===== src/rtl/kp_color_bbox.sv =====
// -----------------------------------------------------------------------------
// kp_color_bbox
//
// Colour-threshold detector placed after the Gaussian filter stage. It drains
// the upstream RGB565 output buffer, classifies every pixel against inclusive
// per-channel min/max thresholds and emits either a binary mask stream
// (enabled) or the unmodified pixel (passthrough). While enabled it tracks
// the match count and bounding box of matching pixels over a frame and
// latches those results at the end of the frame for the host register layer.
//
// Optional build macro:
//   KP_BBOX_OVERLAY_EN  - when defined, enabled output is the original pixel
//                         with the last completed frame's bbox border drawn
//                         in red (16'hF800) instead of the binary mask.
//
// Ports:
//   i_clk, i_rstn        clock, synchronous active-low reset
//   i_enable             1 = detect, 0 = passthrough (stats held at 0)
//   i_flush              drain upstream, clear pipeline/counters/stats
//   i_data               pixel from upstream buffer (valid cycle after o_rd)
//   i_almostempty        upstream buffer almost empty
//   o_rd                 upstream read strobe
//   i_almostfull         downstream buffer almost full (backpressure)
//   i_rmin..i_bmax       inclusive colour thresholds, sampled live
//   o_data, o_valid      output pixel stream (downstream write strobe)
//   o_xmin..o_ymax       bbox of last completed frame
//   o_count, o_found     match count / any-match of last completed frame
//   o_frame_done         one-cycle pulse when the results above update
// -----------------------------------------------------------------------------
module kp_color_bbox #(
    parameter int LINE_LENGTH = 480,
    parameter int LINE_COUNT  = 480,
    parameter int DATA_WIDTH  = 16,
    localparam int XW = $clog2(LINE_LENGTH),
    localparam int YW = $clog2(LINE_COUNT),
    localparam int CW = $clog2(LINE_LENGTH * LINE_COUNT + 1)
) (
    input  logic                  i_clk,
    input  logic                  i_rstn,
    input  logic                  i_enable,
    input  logic                  i_flush,
    input  logic [DATA_WIDTH-1:0] i_data,
    input  logic                  i_almostempty,
    output logic                  o_rd,
    input  logic                  i_almostfull,
    input  logic [4:0]            i_rmin,
    input  logic [4:0]            i_rmax,
    input  logic [5:0]            i_gmin,
    input  logic [5:0]            i_gmax,
    input  logic [4:0]            i_bmin,
    input  logic [4:0]            i_bmax,
    output logic [DATA_WIDTH-1:0] o_data,
    output logic                  o_valid,
    output logic [XW-1:0]         o_xmin,
    output logic [XW-1:0]         o_xmax,
    output logic [YW-1:0]         o_ymin,
    output logic [YW-1:0]         o_ymax,
    output logic [CW-1:0]         o_count,
    output logic                  o_found,
    output logic                  o_frame_done
);

    localparam logic [XW-1:0] X_LAST = XW'(LINE_LENGTH - 1);
    localparam logic [YW-1:0] Y_LAST = YW'(LINE_COUNT - 1);

    // ------------------------------------------------------------------
    // Read FSM
    // ------------------------------------------------------------------
    typedef enum logic {
        IDLE,
        ACTIVE
    } state_t;

    state_t state_reg, state_next;
    logic   rd_reg, rd_next;
    logic   go;

    assign go = !i_almostempty && !i_almostfull;

    always_comb begin
        state_next = state_reg;
        rd_next    = 1'b0;
        case (state_reg)
            IDLE:    if (go)  state_next = ACTIVE;
            ACTIVE:  if (!go) state_next = IDLE;
            default: state_next = IDLE;
        endcase
        rd_next = (state_next == ACTIVE);
    end

    always_ff @(posedge i_clk) begin
        if (!i_rstn || i_flush) begin
            state_reg <= IDLE;
            rd_reg    <= 1'b0;
        end else begin
            state_reg <= state_next;
            rd_reg    <= rd_next;
        end
    end

    // Flush reads unconditionally so upstream drains; those words are dropped.
    assign o_rd = rd_reg | i_flush;

    // Upstream data arrives one cycle after the strobe. Reads issued by the
    // flush override never set din_valid_reg (rd_reg is held low).
    logic din_valid_reg;
    logic din_valid;

    always_ff @(posedge i_clk) begin
        if (!i_rstn || i_flush) begin
            din_valid_reg <= 1'b0;
        end else begin
            din_valid_reg <= rd_reg;
        end
    end

    assign din_valid = din_valid_reg && !i_flush;

    // ------------------------------------------------------------------
    // Classification
    // ------------------------------------------------------------------
    logic [4:0] pix_r;
    logic [5:0] pix_g;
    logic [4:0] pix_b;
    logic       match;

    assign pix_r = i_data[15:11];
    assign pix_g = i_data[10:5];
    assign pix_b = i_data[4:0];

    // An inverted range (min > max) can never satisfy both compares.
    assign match = (pix_r >= i_rmin) && (pix_r <= i_rmax) &&
                   (pix_g >= i_gmin) && (pix_g <= i_gmax) &&
                   (pix_b >= i_bmin) && (pix_b <= i_bmax);

    // ------------------------------------------------------------------
    // Position and running statistics
    // ------------------------------------------------------------------
    logic [XW-1:0] x_reg, y_dummy_unused_x;
    logic [YW-1:0] y_reg;
    logic [CW-1:0] cnt_reg, cnt_next;
    logic [XW-1:0] xmin_reg, xmax_reg, xmin_next, xmax_next;
    logic [YW-1:0] ymin_reg, ymax_reg, ymin_next, ymax_next;

    logic pix_en, hit, eof;

    assign y_dummy_unused_x = '0;
    assign pix_en = din_valid && i_enable;
    assign hit    = pix_en && match;
    assign eof    = pix_en && (x_reg == X_LAST) && (y_reg == Y_LAST);

    // Stats including the current pixel; used both for the running update
    // and for the end-of-frame latch so the last pixel is counted.
    always_comb begin
        cnt_next  = cnt_reg;
        xmin_next = xmin_reg;
        xmax_next = xmax_reg;
        ymin_next = ymin_reg;
        ymax_next = ymax_reg;
        if (hit) begin
            cnt_next = cnt_reg + CW'(1);
            if (cnt_reg == '0) begin
                // First match of the frame seeds the box.
                xmin_next = x_reg;
                xmax_next = x_reg;
                ymin_next = y_reg;
                ymax_next = y_reg;
            end else begin
                if (x_reg < xmin_reg) xmin_next = x_reg;
                if (x_reg > xmax_reg) xmax_next = x_reg;
                if (y_reg < ymin_reg) ymin_next = y_reg;
                if (y_reg > ymax_reg) ymax_next = y_reg;
            end
        end
    end

    // ------------------------------------------------------------------
    // Result registers
    // ------------------------------------------------------------------
    logic [XW-1:0] res_xmin_reg, res_xmax_reg;
    logic [YW-1:0] res_ymin_reg, res_ymax_reg;
    logic [CW-1:0] res_count_reg;
    logic          res_found_reg;
    logic          frame_done_reg;

    // ------------------------------------------------------------------
    // Output pixel
    // ------------------------------------------------------------------
    logic [DATA_WIDTH-1:0] pix_out;

`ifdef KP_BBOX_OVERLAY_EN
    logic in_x, in_y, on_col, on_row, border;

    assign in_x   = (x_reg >= res_xmin_reg) && (x_reg <= res_xmax_reg);
    assign in_y   = (y_reg >= res_ymin_reg) && (y_reg <= res_ymax_reg);
    assign on_col = (x_reg == res_xmin_reg) || (x_reg == res_xmax_reg);
    assign on_row = (y_reg == res_ymin_reg) || (y_reg == res_ymax_reg);
    assign border = res_found_reg && ((on_col && in_y) || (on_row && in_x));

    always_comb begin
        pix_out = i_data;
        if (i_enable && border) pix_out = DATA_WIDTH'(16'hF800);
    end
`else
    always_comb begin
        pix_out = i_data;
        if (i_enable) pix_out = match ? {DATA_WIDTH{1'b1}} : {DATA_WIDTH{1'b0}};
    end
`endif

    logic [DATA_WIDTH-1:0] data_reg;
    logic                  valid_reg;

    always_ff @(posedge i_clk) begin
        if (!i_rstn) begin
            data_reg       <= '0;
            valid_reg      <= 1'b0;
            frame_done_reg <= 1'b0;
            x_reg          <= '0;
            y_reg          <= '0;
            cnt_reg        <= '0;
            xmin_reg       <= '0;
            xmax_reg       <= '0;
            ymin_reg       <= '0;
            ymax_reg       <= '0;
            res_xmin_reg   <= '0;
            res_xmax_reg   <= '0;
            res_ymin_reg   <= '0;
            res_ymax_reg   <= '0;
            res_count_reg  <= '0;
            res_found_reg  <= 1'b0;
        end else begin
            valid_reg      <= din_valid;
            frame_done_reg <= eof;
            if (din_valid) data_reg <= pix_out;

            if (i_flush || !i_enable) begin
                // Partial frame is discarded; results stay latched.
                x_reg    <= '0;
                y_reg    <= '0;
                cnt_reg  <= '0;
                xmin_reg <= '0;
                xmax_reg <= '0;
                ymin_reg <= '0;
                ymax_reg <= '0;
            end else if (din_valid) begin
                if (x_reg == X_LAST) begin
                    x_reg <= '0;
                    y_reg <= (y_reg == Y_LAST) ? '0 : y_reg + YW'(1);
                end else begin
                    x_reg <= x_reg + XW'(1);
                end

                if (eof) begin
                    res_count_reg <= cnt_next;
                    res_xmin_reg  <= xmin_next;
                    res_xmax_reg  <= xmax_next;
                    res_ymin_reg  <= ymin_next;
                    res_ymax_reg  <= ymax_next;
                    res_found_reg <= (cnt_next != '0);
                    cnt_reg       <= '0;
                    xmin_reg      <= '0;
                    xmax_reg      <= '0;
                    ymin_reg      <= '0;
                    ymax_reg      <= '0;
                end else begin
                    cnt_reg  <= cnt_next;
                    xmin_reg <= xmin_next;
                    xmax_reg <= xmax_next;
                    ymin_reg <= ymin_next;
                    ymax_reg <= ymax_next;
                end
            end
        end
    end

    assign o_data       = data_reg;
    assign o_valid      = valid_reg;
    assign o_frame_done = frame_done_reg;
    assign o_xmin       = res_xmin_reg;
    assign o_xmax       = res_xmax_reg;
    assign o_ymin       = res_ymin_reg;
    assign o_ymax       = res_ymax_reg;
    assign o_count      = res_count_reg;
    assign o_found      = res_found_reg;

endmodule


===== config.mk =====
export PLATFORM = sky130hd
export DESIGN_NAME = kp_color_bbox
export DESIGN_NICKNAME = d
export VERILOG_FILES = /design/src/rtl/kp_color_bbox.sv
export SDC_FILE = /design/constraint.sdc
export NUM_CORES = 1
export LEC_CHECK = 0
export ABC_AREA = 1
export CELL_PAD_IN_SITES_DETAIL_PLACEMENT = 1
export CELL_PAD_IN_SITES_GLOBAL_PLACEMENT = 2
export CORE_MARGIN = 5
export CORE_UTILIZATION = 32
export CTS_CLUSTER_DIAMETER = 30
export DETAILED_ROUTE_END_ITERATION = 7
export DONT_BUFFER_PORTS = 1
export HOLD_SLACK_MARGIN = 0.03
export PLACE_DENSITY_LB_ADDON = 0.08
export SYNTH_ARGS = -nofsm -noshare
export SYNTH_HDL_FRONTEND = slang
export SYNTH_SLANG_ARGS = --single-unit
export TNS_END_PERCENT = 30

===== constraint.sdc =====
create_clock -name i_clk -period 2.35 [get_ports i_clk]
set_clock_uncertainty 0.2 [all_clocks]
set_input_delay 0.47 -clock i_clk [delete_from_list [all_inputs] [get_ports i_clk]]
set_output_delay 0.47 -clock i_clk [all_outputs]
set_load 0.01 [all_outputs]

* After elaboration in Yosys (flattened, before gate mapping) *
Cells that the tools add are included.

operators by class
  magnitude comparators = 10
  equality and inequality tests = 2
  bitwise operators = 3
  reductions and logical operators = 23
  multiplexer cells = 23
  add/sub/neg operators = 3

operators by type and width
  cell                   number
  $mux 9                 18
  $mux 18                2
  $mux 16                2
  $add 18x1->18 const B  1
  $add 9x1->9 const B    2
  $eq 9x9->1 const B     2
  $gt 9x9->1             2
  $logic_not 18->1       1
  $lt 9x9->1             2
  $reduce_bool 18->1     1
  $logic_and 1x1->1      11
  $ge 5x5->1             2
  $le 5x5->1             2
  $ge 6x6->1             1
  $le 6x6->1             1
  $logic_not 1->1        5
  $reduce_and 3->1       1
  $logic_or 1x1->1       2
  $not 1->1              2
  $reduce_and 2->1       1
  $reduce_or 2->1        1
  $mux 1                 1
  $or 1x1->1             1

storage, ports and cells
  register bits after elaboration = 147
  input port bits = 54
  word-level logic and storage cells = 82
  output and inout port bits = 74

* Depth between registers and ports, before layout *
  depth after elaboration = 9
  gate-level depth with buffers = 20
  mapped depth without buffers = 19

* Least setup slack after synthesis *
No wires, ideal clock.

  path kind = input to register
  from = in i_bmax[4]
  to = reg res_xmax_reg[0] (netlist: o_xmax[0])
  required time = 2036 ps
  library setup time = 114 ps
  data arrival time = 2184 ps
  stages on the path = 17
  slack = -148 ps
  cells stage by stage = inv_1 > ha_1 > nand2_1 > nor2_1 > nor2_1 > nand2_1 > nand2_1 > nand3_1 > nor2_4 > nand3_4 > clkinv_2 > o21ai_2 > a21oi_4 > buf_6 > o21ai_1 > o21bai_1 > inv_1

between the ends
  word-level cells in the longest chain between the ends = 4

RTL lines
  element               RTL line  RTL
  start, declared       51        input logic [4:0] i_bmax,
  $le 5x5->1            134       (pix_b >= i_bmin) && (pix_b <= i_bmax);
  $logic_and 1x1->1     134
  $logic_and 1x1->1     149       assign hit = pix_en && match;
  $mux 9                160       if (hit) begin
  end signal, assigned  257       res_xmax_reg <= xmax_next;
  end, declared         180       logic [XW-1:0] res_xmin_reg, res_xmax_reg;

Every way passes these cells.
A chain may end at the register's enable or synchronous reset.

* Final worst setup path *
  from = reg cnt_reg[0]
  to = reg res_xmin_reg[0] (netlist: o_xmin[0])

between the ends
  word-level cells in the longest chain between the ends = 3

RTL lines
  element                 RTL line  RTL
  start, declared         141       logic [CW-1:0] cnt_reg, cnt_next;
  start signal, assigned  267       cnt_reg <= cnt_next;
  $logic_not 18->1        162       if (cnt_reg == '0) begin
  $mux 9                  162
  $mux 9                  160
  end signal, assigned    256       res_xmin_reg <= xmin_next;
  end, declared           180

Every way passes these cells.

==> summary.txt <==
Yosys
  • Synth cell types: 42
  • Most frequent cell after synthesis: nand2_1
  • Ys Warns: 0
  • FF+latch count, synth: 147
  • Mapped Area: 8380 µm²
  • Post-synth top cells: nand2_1, inv_1, dfxtp_1
  • Largest area contributor in the netlist: dfxtp_1
  • Ranking of synthesized cells by area: dfxtp_1, nand2_1, ha_1
  • Post-Syn Instances: about 1.2k
  • Post-Syn Area per Cell: 6.97 µm²
  • Sequential fraction of the synthesis area: 35.1%
  • Share of the synthesized area in the top cell type: a little over a third
  • Syn_nets: 1326
  • Number of synthesized flops with an enable pin: 0
  • Predominant post-synthesis flop cell: dfxtp_1
  • Post-synth ARST share: 0%

Routing
  • TritonRoute pass-1 iters: 4
  • Antenna Violating Nets Remaining: 0
  • DR vias: ~8.3k
  • Via/cell ratio: 4.91
  • DRC viols: 0
  • Routed wire length: 29.7 mm
  • Iteration-0 DRC Markers: 287
  • WL/cell: 17.5 µm

Layout
  • Multi-input logic area: 5240 µm²
  • Synthesis-to-layout area growth: 40.4%
  • # diodes: 0
  • Nets: 1474
  • Non-filler cells, final: 1698
  • Fillers: 3154
  • Layout cell share with drive strength beyond 1: 30.2%
  • Sequential cell area: about 3000 µm²

Clocking
  • Root buffer cell: clkbuf_16
  • Clk_lat worst skew: 0.44 ns
  • CTS buffer count: 17
  • CTS tree: built
  • H-tree Lvls: 4
  • Clk buf depth: 2
  • Worst-path clk slew: 0.07 ns
  • # clock sinks: around 150

Outcome
  • Outcome: finished clean

Floorplanning
  • # IOs: around 130
  • Core area: 25900 µm²
  • Initial Util: 32.3%
  • Die height: 172 µm
  • Die ar.: 29500 µm²
  • Row count: between 50 and 60
  • Die width: 172 µm

Power
  • Pwr Density: 470 nW/µm²
  • Internal power: 4.11 mW
  • Worst IR Drop VDD: 0.434 mV
  • Leak Pwr: 5.12 nW
  • Clk network pwr share: 49.3%
  • NetSw: between 1 and 1.5 mW
  • Flop pwr share: 45.0%
  • Comb pwr share: approximately 5.8%
  • Sw Share: 25.8%

STA
  • RSZ-0062 raised after global routing: true
  • Fmax: 428 MHz
  • Final Max Tran Viols: 0
  • Rel. slew slack: 76.3%
  • Slew @ Worst Pin: 0.352 ns
  • Hold WS: 0.0489 ns
  • Final setup viols: 0
  • Final min period: 2.34 ns
  • Period utilization: 99.4%
  • Final hold vios: 0

Global route
  • Grt met2 use: between 30% and 40%
  • First-pass GRT wire length: 47.0 mm
  • Met3 Resource Use GR: under 10%
  • GRT Resource Usage Total: 20.0%
  • Busiest grt layer: met2
  • GRT Residual Overflow: 0
  • Vias in the first global route: 8820
  • Antenna violations before repair: 0
  • GR Layer Usage met1: 25.3%
  • Largest net degree at the start of global routing: 58

Worst setup path
  • CP Launch Type: flop
  • Worst-path fanout max: 4
  • CP arrival: 2.46 ns
  • FF-to-FF End: o_xmin[0]$_SDFFE_PN0P_
  • R2r setup slk: approximately 0.014 ns
  • CP Class: reg -> reg
  • Worst r2r path cells: 15
  • CP required: 2.48 ns
  • Crit Reg-Reg Startpoint: cnt_reg[0]$_SDFFE_PP0P_
  • Worst Setup End Kind: flop

Min path
  • Hold Path End: o_data[11]$_SDFFE_PN0P_
  • Hold Path Class: in -> reg
  • Hold Startpoint: i_data[11]
  • Hold Path Depth: 2

Placement
  • Hpwl dp: between 20 and 25 mm
  • Global placement routability congestion: 0.831
  • IO Port Bufs: 0
  • Cells after DPL: 1633

Job
  • Max-Cap Viols: 0
[power by group through the flow]
stage	Combinational, mW	Clock [mW]	Sequential, mW
after floorplan	0.189	0	2.55
after global placement	0.250	0	2.55
after detailed placement	0.256	0	2.55
after CTS	0.292	2.81	2.49
after global routing	0.366	2.93	2.49
final	0.318	2.73	2.49
[final cells by class]
class	instances	area share, %
Multi-Input combinational cell	780	44.5
Sequential cell	147	25.4
Timing Repair Buffer	177	14.2
Inverter	227	7.49
Clock buffer	17	3.62
Tap cell	335	3.56
Clock inverter	15	1.24
[worst max-delay path, stage by stage, from the launching register on]
cell,delay (ns)
dfxtp_2,0.33
inv_2,0.07
ha_4,0.14
inv_4,0.04
nor3_2,0.10
buf_4,0.15
nand4_4,0.11
buf_6,0.14
buf_12,0.12
a21oi_4,0.25
clkbuf_16,0.20
nand2_1,0.06
o21ai_2,0.07
nand2_1,0.08
o211ai_1,0.09
inv_1,0.07
[cells by family after synthesis]
kind of cell,after synthesis,synth area share (%)
and+or+nand+nor,488,25.4
DFF,147,35.1
buffers and inverters,275,12.7
AOI/OAI and AO/OA,213,15.4
xor gates and xnor gates,9,0.940
adders and majority gates,70,10.4
[cells in the final DEF (no fill, tap or decap), types with 21 or more instances in the layout]
master / netlist / layout
nand2_2: 1 / 25
dfxtp_2: 0 / 27
nand2_1: 265 / 238
buf_4: 0 / 130
ha_4: 0 / 23
nor3_1: 63 / 45
clkbuf_16: 0 / 21
nor2_1: 69 / 57
o211ai_1: 31 / 31
dfxtp_1: 147 / 118
ha_1: 70 / 47
nand3_1: 36 / 26
inv_1: 222 / 203
o21ai_0: 77 / 37
a21oi_1: 40 / 31
nand4_1: 33 / 33
o21ai_2: 3 / 39
[worst max-delay path by stage]
| stage | startpoint | to | depth (start not counted) |
|---|---|---|---|
| final | cnt_reg[0]$_SDFFE_PP0P_ | o_xmin[0]$_SDFFE_PN0P_ | 15 |
| after global routing | xmin_reg[4]$_SDFFE_PP0P_ | o_xmin[3]$_SDFFE_PN0P_ | 13 |
| after CTS | ymin_reg[6]$_SDFFE_PP0P_ | o_ymin[7]$_SDFFE_PN0P_ | 14 |
| after detailed placement | i_gmax[5] | o_found$_SDFFE_PN0P_ | 18 |
| after global placement | i_bmax[4] | o_found$_SDFFE_PN0P_ | 19 |
| after floorplan | i_bmax[4] | o_xmax[5]$_SDFFE_PN0P_ | 17 |
[layer usage]
layer | part of all wire [%] | vias up
li1 | - | 4216
met1 | 46 | 3989
met2 | 50 | 106
met3 | 3.9 | 21
met4 | 0.87 | 0
met5 | 0 | -
[through the flow]
stage / util, % / setup WS [ns] / power (mW) / area (µm²) / setup TNS [ns]
floorplan: - / -0.122 / 2.74 / 8540 / -1.45
global placement: 38.4 / -0.478 / 2.80 / 9950 / -26.51
detailed placement: 38.4 / -0.546 / 2.81 / 9950 / -35.19
CTS: 42.3 / -0.0131 / 5.59 / 10900 / -0.0277
global route: 45.4 / -0.113 / 5.78 / 11800 / -1.56
finish: 45.4 / 0.0137 / 5.53 / 11800 / 0
[timing repair]
item | CTS | global route
buffers inserted | 6 | 11
pin swaps | 15 | 42
hold buffers | 14 | 0
endpoints found under the setup margin | 52 | 81
gates cloned | 0 | 5
resized for setup | 75 | 180
hold endpoints to repair | 48 | 0
Power figures use the tool's default switching activity.
